===== src/rtl/cu_pkg.sv =====
// Shared constants for the control unit: opcodes, FSM states, strobe bits.
// CU_BRANCH_EN enables the br opcode in control_unit.
package cu_pkg;

  localparam logic [4:0] OP_LD   = 5'b00000;
  localparam logic [4:0] OP_LDI  = 5'b00001;
  localparam logic [4:0] OP_ST   = 5'b00010;
  localparam logic [4:0] OP_ADD  = 5'b00011;
  localparam logic [4:0] OP_SUB  = 5'b00100;
  localparam logic [4:0] OP_AND  = 5'b00101;
  localparam logic [4:0] OP_OR   = 5'b00110;
  localparam logic [4:0] OP_ADDI = 5'b01100;
  localparam logic [4:0] OP_BR   = 5'b10010;
  localparam logic [4:0] OP_NOP  = 5'b11010;
  localparam logic [4:0] OP_HALT = 5'b11011;

  typedef enum logic [3:0] {
    RST, F0, F1, F2, T3, T4, T5, T6, T7, HALT
  } state_e;

  typedef enum logic [3:0] {
    C_LD, C_LDI, C_ST, C_ALU, C_ADDI,
    C_BR, C_NOP, C_HALT, C_BAD
  } op_class_e;

  localparam int CTL_W = 35;

  localparam int S_PCOUT     = 0;
  localparam int S_ZLOWOUT   = 1;
  localparam int S_ZHIGHOUT  = 2;
  localparam int S_MDROUT    = 3;
  localparam int S_COUT      = 4;
  localparam int S_INPORTOUT = 5;
  localparam int S_LOOUT     = 6;
  localparam int S_HIOUT     = 7;
  localparam int S_MARIN     = 8;
  localparam int S_PCIN      = 9;
  localparam int S_MDRIN     = 10;
  localparam int S_IRIN      = 11;
  localparam int S_YIN       = 12;
  localparam int S_INCPC     = 13;
  localparam int S_HIIN      = 14;
  localparam int S_LOIN      = 15;
  localparam int S_CIN       = 16;
  localparam int S_ININ      = 17;
  localparam int S_OUTIN     = 18;
  localparam int S_ZIN       = 19;
  localparam int S_CONIN     = 20;
  localparam int S_GRA       = 21;
  localparam int S_GRB       = 22;
  localparam int S_GRC       = 23;
  localparam int S_RIN       = 24;
  localparam int S_ROUT      = 25;
  localparam int S_BAOUT     = 26;
  localparam int S_ADD       = 27;
  localparam int S_SUB       = 28;
  localparam int S_MUL       = 29;
  localparam int S_DIV       = 30;
  localparam int S_AND       = 31;
  localparam int S_OR        = 32;
  localparam int S_READ      = 33;
  localparam int S_WRITE     = 34;

endpackage


===== src/rtl/control_unit.sv =====
// Hardwired multi-cycle control unit with registered strobes.
// Define CU_BRANCH_EN to implement the br opcode.
module control_unit
  import cu_pkg::*;
(
  input  logic             clk,
  input  logic             clr,
  input  logic [31:0]      ir,
  input  logic             con_ff,
  input  logic             mem_ready,
  output logic [CTL_W-1:0] ctl,
  output logic             run,
  output logic             illegal_op
);

  state_e           state_q, state_d;
  logic             armed_q, armed_d;
  logic [CTL_W-1:0] ctl_q, ctl_d;
  logic             run_q, run_d;
  logic             ill_q, ill_d;
  logic [4:0]       op;
  op_class_e        cls;
  logic             unused_ir;

  assign op        = ir[31:27];
  assign unused_ir = ^ir[26:0];

  function automatic op_class_e classify(
    input logic [4:0] o
  );
    case (o)
      OP_LD:   classify = C_LD;
      OP_LDI:  classify = C_LDI;
      OP_ST:   classify = C_ST;
      OP_ADD,
      OP_SUB,
      OP_AND,
      OP_OR:   classify = C_ALU;
      OP_ADDI: classify = C_ADDI;
`ifdef CU_BRANCH_EN
      OP_BR:   classify = C_BR;
`endif
      OP_NOP:  classify = C_NOP;
      OP_HALT: classify = C_HALT;
      default: classify = C_BAD;
    endcase
  endfunction

  // Strobes are computed for the state being entered, so the
  // ir opcode must be valid by the F2->T3 edge.
  function automatic logic [CTL_W-1:0] strobes(
    input state_e    s,
    input op_class_e c,
    input logic [4:0] o,
    input logic      cf
  );
    logic [CTL_W-1:0] v;
    v = '0;
    unique case (s)
      F0: begin
        v[S_PCOUT] = 1'b1;
        v[S_MARIN] = 1'b1;
        v[S_INCPC] = 1'b1;
        v[S_ZIN]   = 1'b1;
      end
      F1: begin
        v[S_ZLOWOUT] = 1'b1;
        v[S_PCIN]    = 1'b1;
        v[S_READ]    = 1'b1;
        v[S_MDRIN]   = 1'b1;
      end
      F2: begin
        v[S_MDROUT] = 1'b1;
        v[S_IRIN]   = 1'b1;
      end
      T3: begin
        case (c)
          C_LD, C_LDI, C_ST: begin
            v[S_GRB]   = 1'b1;
            v[S_BAOUT] = 1'b1;
            v[S_YIN]   = 1'b1;
          end
          C_ALU, C_ADDI: begin
            v[S_GRB]  = 1'b1;
            v[S_ROUT] = 1'b1;
            v[S_YIN]  = 1'b1;
          end
          C_BR: begin
            v[S_GRA]   = 1'b1;
            v[S_ROUT]  = 1'b1;
            v[S_CONIN] = 1'b1;
          end
          default: ;
        endcase
      end
      T4: begin
        case (c)
          C_LD, C_LDI, C_ST, C_ADDI: begin
            v[S_COUT] = 1'b1;
            v[S_ADD]  = 1'b1;
            v[S_ZIN]  = 1'b1;
          end
          C_ALU: begin
            v[S_GRC]  = 1'b1;
            v[S_ROUT] = 1'b1;
            v[S_ZIN]  = 1'b1;
            case (o)
              OP_SUB:  v[S_SUB] = 1'b1;
              OP_AND:  v[S_AND] = 1'b1;
              OP_OR:   v[S_OR]  = 1'b1;
              default: v[S_ADD] = 1'b1;
            endcase
          end
          C_BR: begin
            v[S_PCOUT] = 1'b1;
            v[S_YIN]   = 1'b1;
          end
          default: ;
        endcase
      end
      T5: begin
        case (c)
          C_LD, C_ST: begin
            v[S_ZLOWOUT] = 1'b1;
            v[S_MARIN]   = 1'b1;
          end
          C_LDI, C_ALU, C_ADDI: begin
            v[S_ZLOWOUT] = 1'b1;
            v[S_GRA]     = 1'b1;
            v[S_RIN]     = 1'b1;
          end
          C_BR: begin
            v[S_COUT] = 1'b1;
            v[S_ADD]  = 1'b1;
            v[S_ZIN]  = 1'b1;
          end
          default: ;
        endcase
      end
      T6: begin
        case (c)
          C_LD: begin
            v[S_READ]  = 1'b1;
            v[S_MDRIN] = 1'b1;
          end
          C_ST: begin
            v[S_GRA]   = 1'b1;
            v[S_ROUT]  = 1'b1;
            v[S_MDRIN] = 1'b1;
          end
          C_BR: begin
            v[S_ZLOWOUT] = cf;
            v[S_PCIN]    = cf;
          end
          default: ;
        endcase
      end
      T7: begin
        case (c)
          C_LD: begin
            v[S_MDROUT] = 1'b1;
            v[S_GRA]    = 1'b1;
            v[S_RIN]    = 1'b1;
          end
          C_ST: v[S_WRITE] = 1'b1;
          default: ;
        endcase
      end
      default: ;
    endcase
    return v;
  endfunction

  always_comb begin
    cls     = classify(op);
    state_d = state_q;
    armed_d = 1'b1;
    unique case (state_q)
      RST: state_d = armed_q ? F0 : RST;
      F0:  state_d = F1;
      F1:  if (mem_ready) state_d = F2;
      F2:  state_d = T3;
      T3: begin
        case (cls)
          C_NOP, C_BAD: state_d = F0;
          C_HALT:       state_d = HALT;
          default:      state_d = T4;
        endcase
      end
      T4:  state_d = T5;
      T5: begin
        case (cls)
          C_LD, C_ST, C_BR: state_d = T6;
          default:          state_d = F0;
        endcase
      end
      T6: begin
        case (cls)
          C_LD:    if (mem_ready) state_d = T7;
          C_ST:    state_d = T7;
          default: state_d = F0;
        endcase
      end
      T7: begin
        if (cls != C_ST || mem_ready) state_d = F0;
      end
      HALT: state_d = HALT;
      default: state_d = RST;
    endcase
    ctl_d = strobes(state_d, cls, op, con_ff);
    run_d = (state_d != HALT);
    ill_d = ill_q | ((state_d == T3) && (cls == C_BAD));
  end

  always_ff @(posedge clk or negedge clr) begin
    if (!clr) begin
      state_q <= RST;
      armed_q <= 1'b0;
      ctl_q   <= '0;
      run_q   <= 1'b0;
      ill_q   <= 1'b0;
    end else begin
      state_q <= state_d;
      armed_q <= armed_d;
      ctl_q   <= ctl_d;
      run_q   <= run_d;
      ill_q   <= ill_d;
    end
  end

  assign ctl        = ctl_q;
  assign run        = run_q;
  assign illegal_op = ill_q;

endmodule


===== config.mk =====
export PLATFORM = sky130hd
export DESIGN_NAME = control_unit
export DESIGN_NICKNAME = d
export VERILOG_FILES = /design/src/rtl/cu_pkg.sv /design/src/rtl/control_unit.sv
export SDC_FILE = /design/constraint.sdc
export NUM_CORES = 1
export LEC_CHECK = 0
export CORE_UTILIZATION = 45
export CTS_BUF_LIST = sky130_fd_sc_hd__clkbuf_4
export DETAILED_ROUTE_END_ITERATION = 8
export HOLD_SLACK_MARGIN = 0.15
export PLACE_DENSITY = 0.87
export SYNTH_ARGS = -nofsm -noshare
export SYNTH_HDL_FRONTEND = slang
export SYNTH_SLANG_ARGS = --single-unit
export TNS_END_PERCENT = 1

===== constraint.sdc =====
create_clock -name clk -period 4 [get_ports clk]
set_clock_uncertainty 0.1 [all_clocks]
set_input_delay 0.4 -clock clk [delete_from_list [all_inputs] [get_ports clk]]
set_output_delay 0.4 -clock clk [all_outputs]
set_load 0.005 [all_outputs]

### Yosys cells after proc, flatten, opt, wreduce, memory -nomap -nowiden

Memory sizes are Yosys's and may differ from the RTL's.
Cells that the tools add are included.

| word-level totals | value |
|---|---|
| memories kept | 1 |
| bits in read-only memories | 128 |
| register bits after elaboration | 31 |
| word-level logic and storage cells | 99 |
| output and inout bits | 37 |

Memories:

| memory | words | bits a word | read ports | clocked after memory_dff | write ports | line | RTL |
|---|---|---|---|---|---|---|---|
| (name not given) | 32 | 4 | 1 | 0 | 0 | control_unit.sv:31 | `case (o)` |

| cells by class | value |
|---|---|
| equality and inequality tests | 30 |
| muxes and demuxes | 49 |
| reduce and logical (&&, ||, !) cells | 13 |
| bitwise gates (word level) | 1 |

Operators with widths:

| operator | number |
|---|---|
| 4-bit by 3-bit equality test with 1-bit output (second input constant) | 12 |
| 4-bit case mux with 10 select lines | 1 |
| 1-bit two-way mux | 25 |
| 4-bit by 2-bit equality test with 1-bit output (second input constant) | 6 |
| 1-bit case mux with 2 select lines | 9 |
| 4-bit equality test (second input constant) | 4 |
| 4-bit case mux with 2 select lines | 2 |
| 5-bit by 3-bit equality test with 1-bit output (second input constant) | 3 |
| 3-bit OR reduction | 5 |
| 4-bit by 1-bit equality test with 1-bit output (second input constant) | 3 |
| 4-bit two-way mux | 3 |
| 1-bit case mux with 3 select lines | 3 |
| 4-bit logical NOT | 2 |
| 2-bit two-way mux | 3 |
| 5-bit OR reduction | 1 |
| 4-bit by 2-bit inequality test with 1-bit output (second input constant) | 1 |
| 4-bit inequality test (second input constant) | 1 |
| 1-bit case mux with 4 select lines | 1 |
| 2-bit case mux with 2 select lines | 1 |
| 2-bit OR reduction | 2 |
| 4-bit OR reduction | 1 |
| 3-bit two-way mux | 1 |
| 1-bit logical AND | 1 |
| 1-bit logical OR | 1 |
| 1-bit bitwise OR | 1 |

### Depth between registers and ports, before layout

An unclocked memory read counts as a cell.

| depth | value |
|---|---|
| depth after elaboration | 8 |
| gate-level depth with buffers | 6 |

### Least setup slack after synthesis

OpenSTA, ideal clock, no wires.

| timing | value |
|---|---|
| path kind | input port to flip-flop |
| start point | input ir[27] |
| end point | register ctl_q[33], in the netlist ctl[33] |
| arrival time | 1.991 ns |
| setup time | 0.096 ns |
| stages | 6 |
| setup slack | 1.813 ns |
| cells stage by stage | buf_6 -> nor4_4 -> o32ai_2 -> a311oi_2 -> or4b_4 -> o31ai_1 |

| between the ends | value |
|---|---|
| cells in the longest elaborated chain, start to end | 7 |
| elaborated cells on any way between the ends | 20 |
| classes of those cells | eq/ne (8); mux (7); reduce/logical (4); memory (1) |

Ends and longest elaborated chain:

| element | line | RTL |
|---|---|---|
| from (decl) | control_unit.sv:8 | `input logic [31:0] ir,` |
| memory 32 x 4 bit * | -- |  |
| 4-bit equality test, or another cell as far along | control_unit.sv:184 | `case (cls)` |
| 2-bit OR reduction, or another cell as far along | control_unit.sv:184 |  |
| 4-bit case mux with 2 select lines, or another cell as far along | control_unit.sv:184 |  |
| 4-bit case mux with 10 select lines | control_unit.sv:178 | `unique case (state_q)` |
| 4-bit by 3-bit equality test with 1-bit output or 4-bit by 2-bit equality test with 1-bit output (tied branches) | control_unit.sv:59 | `unique case (s)` |
| 1-bit case mux with 2 select lines * | control_unit.sv:59 |  |
| net ctl_d[33] | control_unit.sv:18 | `logic [CTL_W-1:0] ctl_q, ctl_d;` |
| to (signal assigned) | control_unit.sv:225 | `ctl_q <= ctl_d;` |
| to (decl) | control_unit.sv:18 |  |

Mark *: on every way through the listed nets, which the timed path passes. The rest lies on a longest branch.

### Worst setup path in the final report

| timing | value |
|---|---|
| start point | input ir[29] |
| end point | register ctl_q[33], in the netlist ctl[33] |

The elaborated chain is that of the path after synthesis.

==> results summary <==
The run finished with clean final reports. The buffer cell driving the clock tree root is sky130_fd_sc_hd__clkbuf_4. The tightest min-delay check is of the input port to async pin type. The number of design rule violations left after detail routing came out at 0. After floorplanning, the core was divided into 21 placement rows. The count of final setup violators is 0.

The final worst slack is around 1.2 ns. The worst setup path is launched from an input port. For this design the static power due to leakage is between 0.8 and 0.9 nW. The worst endpoint data arrival time came out at around 3 ns. For this run, the leading register cell type out of synthesis is sky130_fd_sc_hd__dfrtp_1. The worst path needs 2.81 ns of the cycle, external delays included. Once detail routing completed, the nets flagged for antenna violations numbered 0. The post-route core utilization is 0.585. The post-cts gate resize count came out at 0. In the final layout, the share of cells above drive strength 1 is 0.102. The depth of the most critical reg-to-reg path came out at 5. The slack of the worst reg-to-reg path is around 1.8 ns. The total power per unit cell area is approximately 510 mW/mm2. The chip width is 61.1 um.

In this design, the stage delay of the slowest critical-path cell is ~0.67 ns. Ranked by total cell area, the synthesized netlist is headed by sky130_fd_sc_hd__dfrtp_1, sky130_fd_sc_hd__buf_4, sky130_fd_sc_hd__nor2_1, sky130_fd_sc_hd__inv_1, sky130_fd_sc_hd__a21oi_1. The number of flops mapped to enable cells by yosys is 0. The data required time of the worst path came out at between 4 and 5 ns. The share of synthesized area occupied by flip-flops and latches came out at 0.494. The number of top-level pins is between 70 and 80. The count of port buffers added during placement is 33.

The count of pins over their slew limit came out at 0. The number of clock buffers inserted by TritonCTS is 5. The normalized max-slew margin is 0.639. The layout overhead on the synthesized area is 24.5%. Entering global routing, the biggest net connects 32 pins. After clock tree synthesis, the clock-pin slew on the worst setup and hold paths is 0.10 ns. The critical-path maximum fanout is 15.

The number of antenna violations at the first check in global routing is 0. The iteration count of the initial detailed-routing pass came out at 4. The worst setup path is captured at a flop. Dividing the final minimum period by the clock period gives 0.702. The number of buffer and inverter stages on the critical path is 1. The signal on the critical path passes through clkdlybuf4s50_1 > or4_1 > nor3b_1 > nor2_1 > or4b_4 > o31ai_1. The total power after layout is 0.988 mW. The mean number of vias per cell is between 5 and 6. Counting flops and latches in the post-synthesis netlist gives 31. The biggest area contributor in the post-synthesis netlist is sky130_fd_sc_hd__dfrtp_1. The count of H-tree levels built during CTS is 2. The buffer depth of the longest clock path is 2.

The endpoint of the most critical register-to-register path is ctl[33]. Dividing the detail-routed wire length by the instance count gives about 12 um. The number of antenna cells inserted came out at 0.

Counting every sink on the clock net gives 31. The number of violations of the max-capacitance limit came out at 0. The critical path depth in cells is 6.

The clock insertion delay at the later pin of the skew report came out at about 0.33 ns. The number of global-route vias before repair is between 1,000 and 1,500. The count of vias placed by the detailed router is 1,224. The post-route setup TNS came out at 0 ns. The global-route wire length before repair came out at 4.62 mm. Sorting the synthesized cells by how often they occur yields sky130_fd_sc_hd__dfrtp_1, sky130_fd_sc_hd__buf_4, sky130_fd_sc_hd__nor2_1. The unique cell type count in the Yosys netlist is between 40 and 50. The most used standard cell by instance count after synthesis is sky130_fd_sc_hd__dfrtp_1.

The cell type of the slowest stage on the worst timing path is sky130_fd_sc_hd__clkdlybuf4s50_1. In this run the worst setup path begins at ir[29]. The total number of yosys warnings is 0. The number of standard cells after synthesis is 156. The critical path ends at ctl[33].

The number of setup buffers added after CTS came out at 0. The combined area of all synthesized cells is between 0.0015 and 0.002 mm2. The share of the synthesized area in the top cell type is 0.494. The die covers 0.00373 mm2.

The global placer's final weighted congestion is approximately 0.84. The critical path is of the input port to flop type. The aggregate global-route resource usage came out at 0.176. The area of the core region is 0.00334 mm2. The starting utilization of the core area came out at 0.470. The actual slew at the worst max-slew pin is ~0.54 ns. The sum of net half-perimeters after detailed placement is 2.12 mm. The async set or reset register ratio after synthesis came out at 1.00. The TritonCTS clock tree is yes.

Counting tap cells, the placed design contains a total of 225 instances. Setup repair after global routing left no endpoint under its margin. In this design, the largest share of critical-path delay is due to simple AND/OR/NAND/NOR gates. The pre-CTS setup slack came out at around 0.88 ns. The total count of hold-check failures in the final report came to 0.

The count of hold-fix buffers inserted at cts came out at 0. The final layout net count came out at ~220. The total overflow reported by the global router is 0. The violation count after the first detailed-route iteration came out at between 40 and 50.

The mean area per synthesized cell came out at roughly 10 um2. The filler-free cell count of the finished design came out at between 200 and 250. The start of the worst register-to-register path is state_q[1]. For this block, the routed nets add up to between 2 and 3 mm of wire. Based on the critical path, the design can be clocked at up to 356 MHz. The vertical extent of the die came out at just over 60 um. The worst IR drop on VDD came out at 0.000193 V.
-- registers in the layout (all words and copies together), names as in the netlist --
signal and flops:
run 1, ctl 24, illegal_op 1, state_q 4, armed_q 1
-- power breakdown --
part | internal, mW | leakage (nW) | switching [mW]
combinational | 0.170 | 0.419 | 0.154
sequential | 0.369 | 0.406 | 0.0554
clock | 0.131 | 0.0452 | 0.108
-- cell usage in the layout (no fill, tap or decap), types with 2 or more instances in the layout --
cell type,synthesis,routed
sky130_fd_sc_hd__a211oi_1,3,3
sky130_fd_sc_hd__a21oi_1,6,6
sky130_fd_sc_hd__a31oi_1,2,2
sky130_fd_sc_hd__and4b_1,2,2
sky130_fd_sc_hd__clkbuf_4,0,5
sky130_fd_sc_hd__clkdlybuf4s50_1,0,33
sky130_fd_sc_hd__conb_1,2,13
sky130_fd_sc_hd__dfrtp_1,31,31
sky130_fd_sc_hd__inv_1,9,9
sky130_fd_sc_hd__nand2_1,8,8
sky130_fd_sc_hd__nand2b_1,4,4
sky130_fd_sc_hd__nand3_1,4,4
sky130_fd_sc_hd__nand3b_1,4,4
sky130_fd_sc_hd__nor2_1,11,11
sky130_fd_sc_hd__nor3_1,6,6
sky130_fd_sc_hd__nor3b_1,3,3
sky130_fd_sc_hd__o2111ai_1,2,2
sky130_fd_sc_hd__o211ai_1,3,3
sky130_fd_sc_hd__o21ai_1,3,3
sky130_fd_sc_hd__o31ai_1,2,2
sky130_fd_sc_hd__or3b_2,3,3
sky130_fd_sc_hd__or4_1,2,2
-- how the worst min path moves through the flow --
stage | startpoint | end | slack [ns] | cells past startpoint
final | clr | ctl[20] | 0.35 | 2
after global routing | clr | ctl[21] | 0.37 | 2
after CTS | clr | ctl[24] | 0.35 | 2
after detailed placement | illegal_op | illegal_op | 0.38 | 1
after global placement | illegal_op | illegal_op | 0.36 | 1
after floorplan | clr | armed_q | 0.004 | 0
-- kinds of logic (layout without fill, tap and decap cells) --
logic type             count (synthesis)  after routing  share of synthesized area
AND/OR/NAND/NOR                       58             58                      0.231
XOR/XNOR                               2              2                     0.0112
other                                  2             13                    0.00479
buffers and inverters                 31             51                      0.107
flip-flops                            31             31                      0.494
AO/OA/AOI/OAI                         32             32                      0.152
-- routing by layer --
layer	share of wire	vias up	track usage
met4	0.027	0	0.0974
met5	0	-	0
met1	0.41	575	0.192
li1	-	592	-
met3	0.056	9	0.0546
met2	0.51	48	0.303
-- stage by stage --
step | cell area [um2] | hold WS [ns]
detailed placement | 1870 | 0.384
finish | 1950 | 0.351
CTS | 1950 | 0.352
global route | 1950 | 0.366
floorplan | 1610 | 0.00441
global placement | 1870 | 0.355
-- final cells by class --
type                    count  area [um2]
fillers                   301        1380
flip-flops and latches     31         776
multi-input cells         105         667
repair buffers             34         338
well taps                  46        57.6
clock inverters             3        43.8
clock buffers               5        37.5
inverters                   9        33.8
No activity file was read; power rests on OpenSTA's default activity.
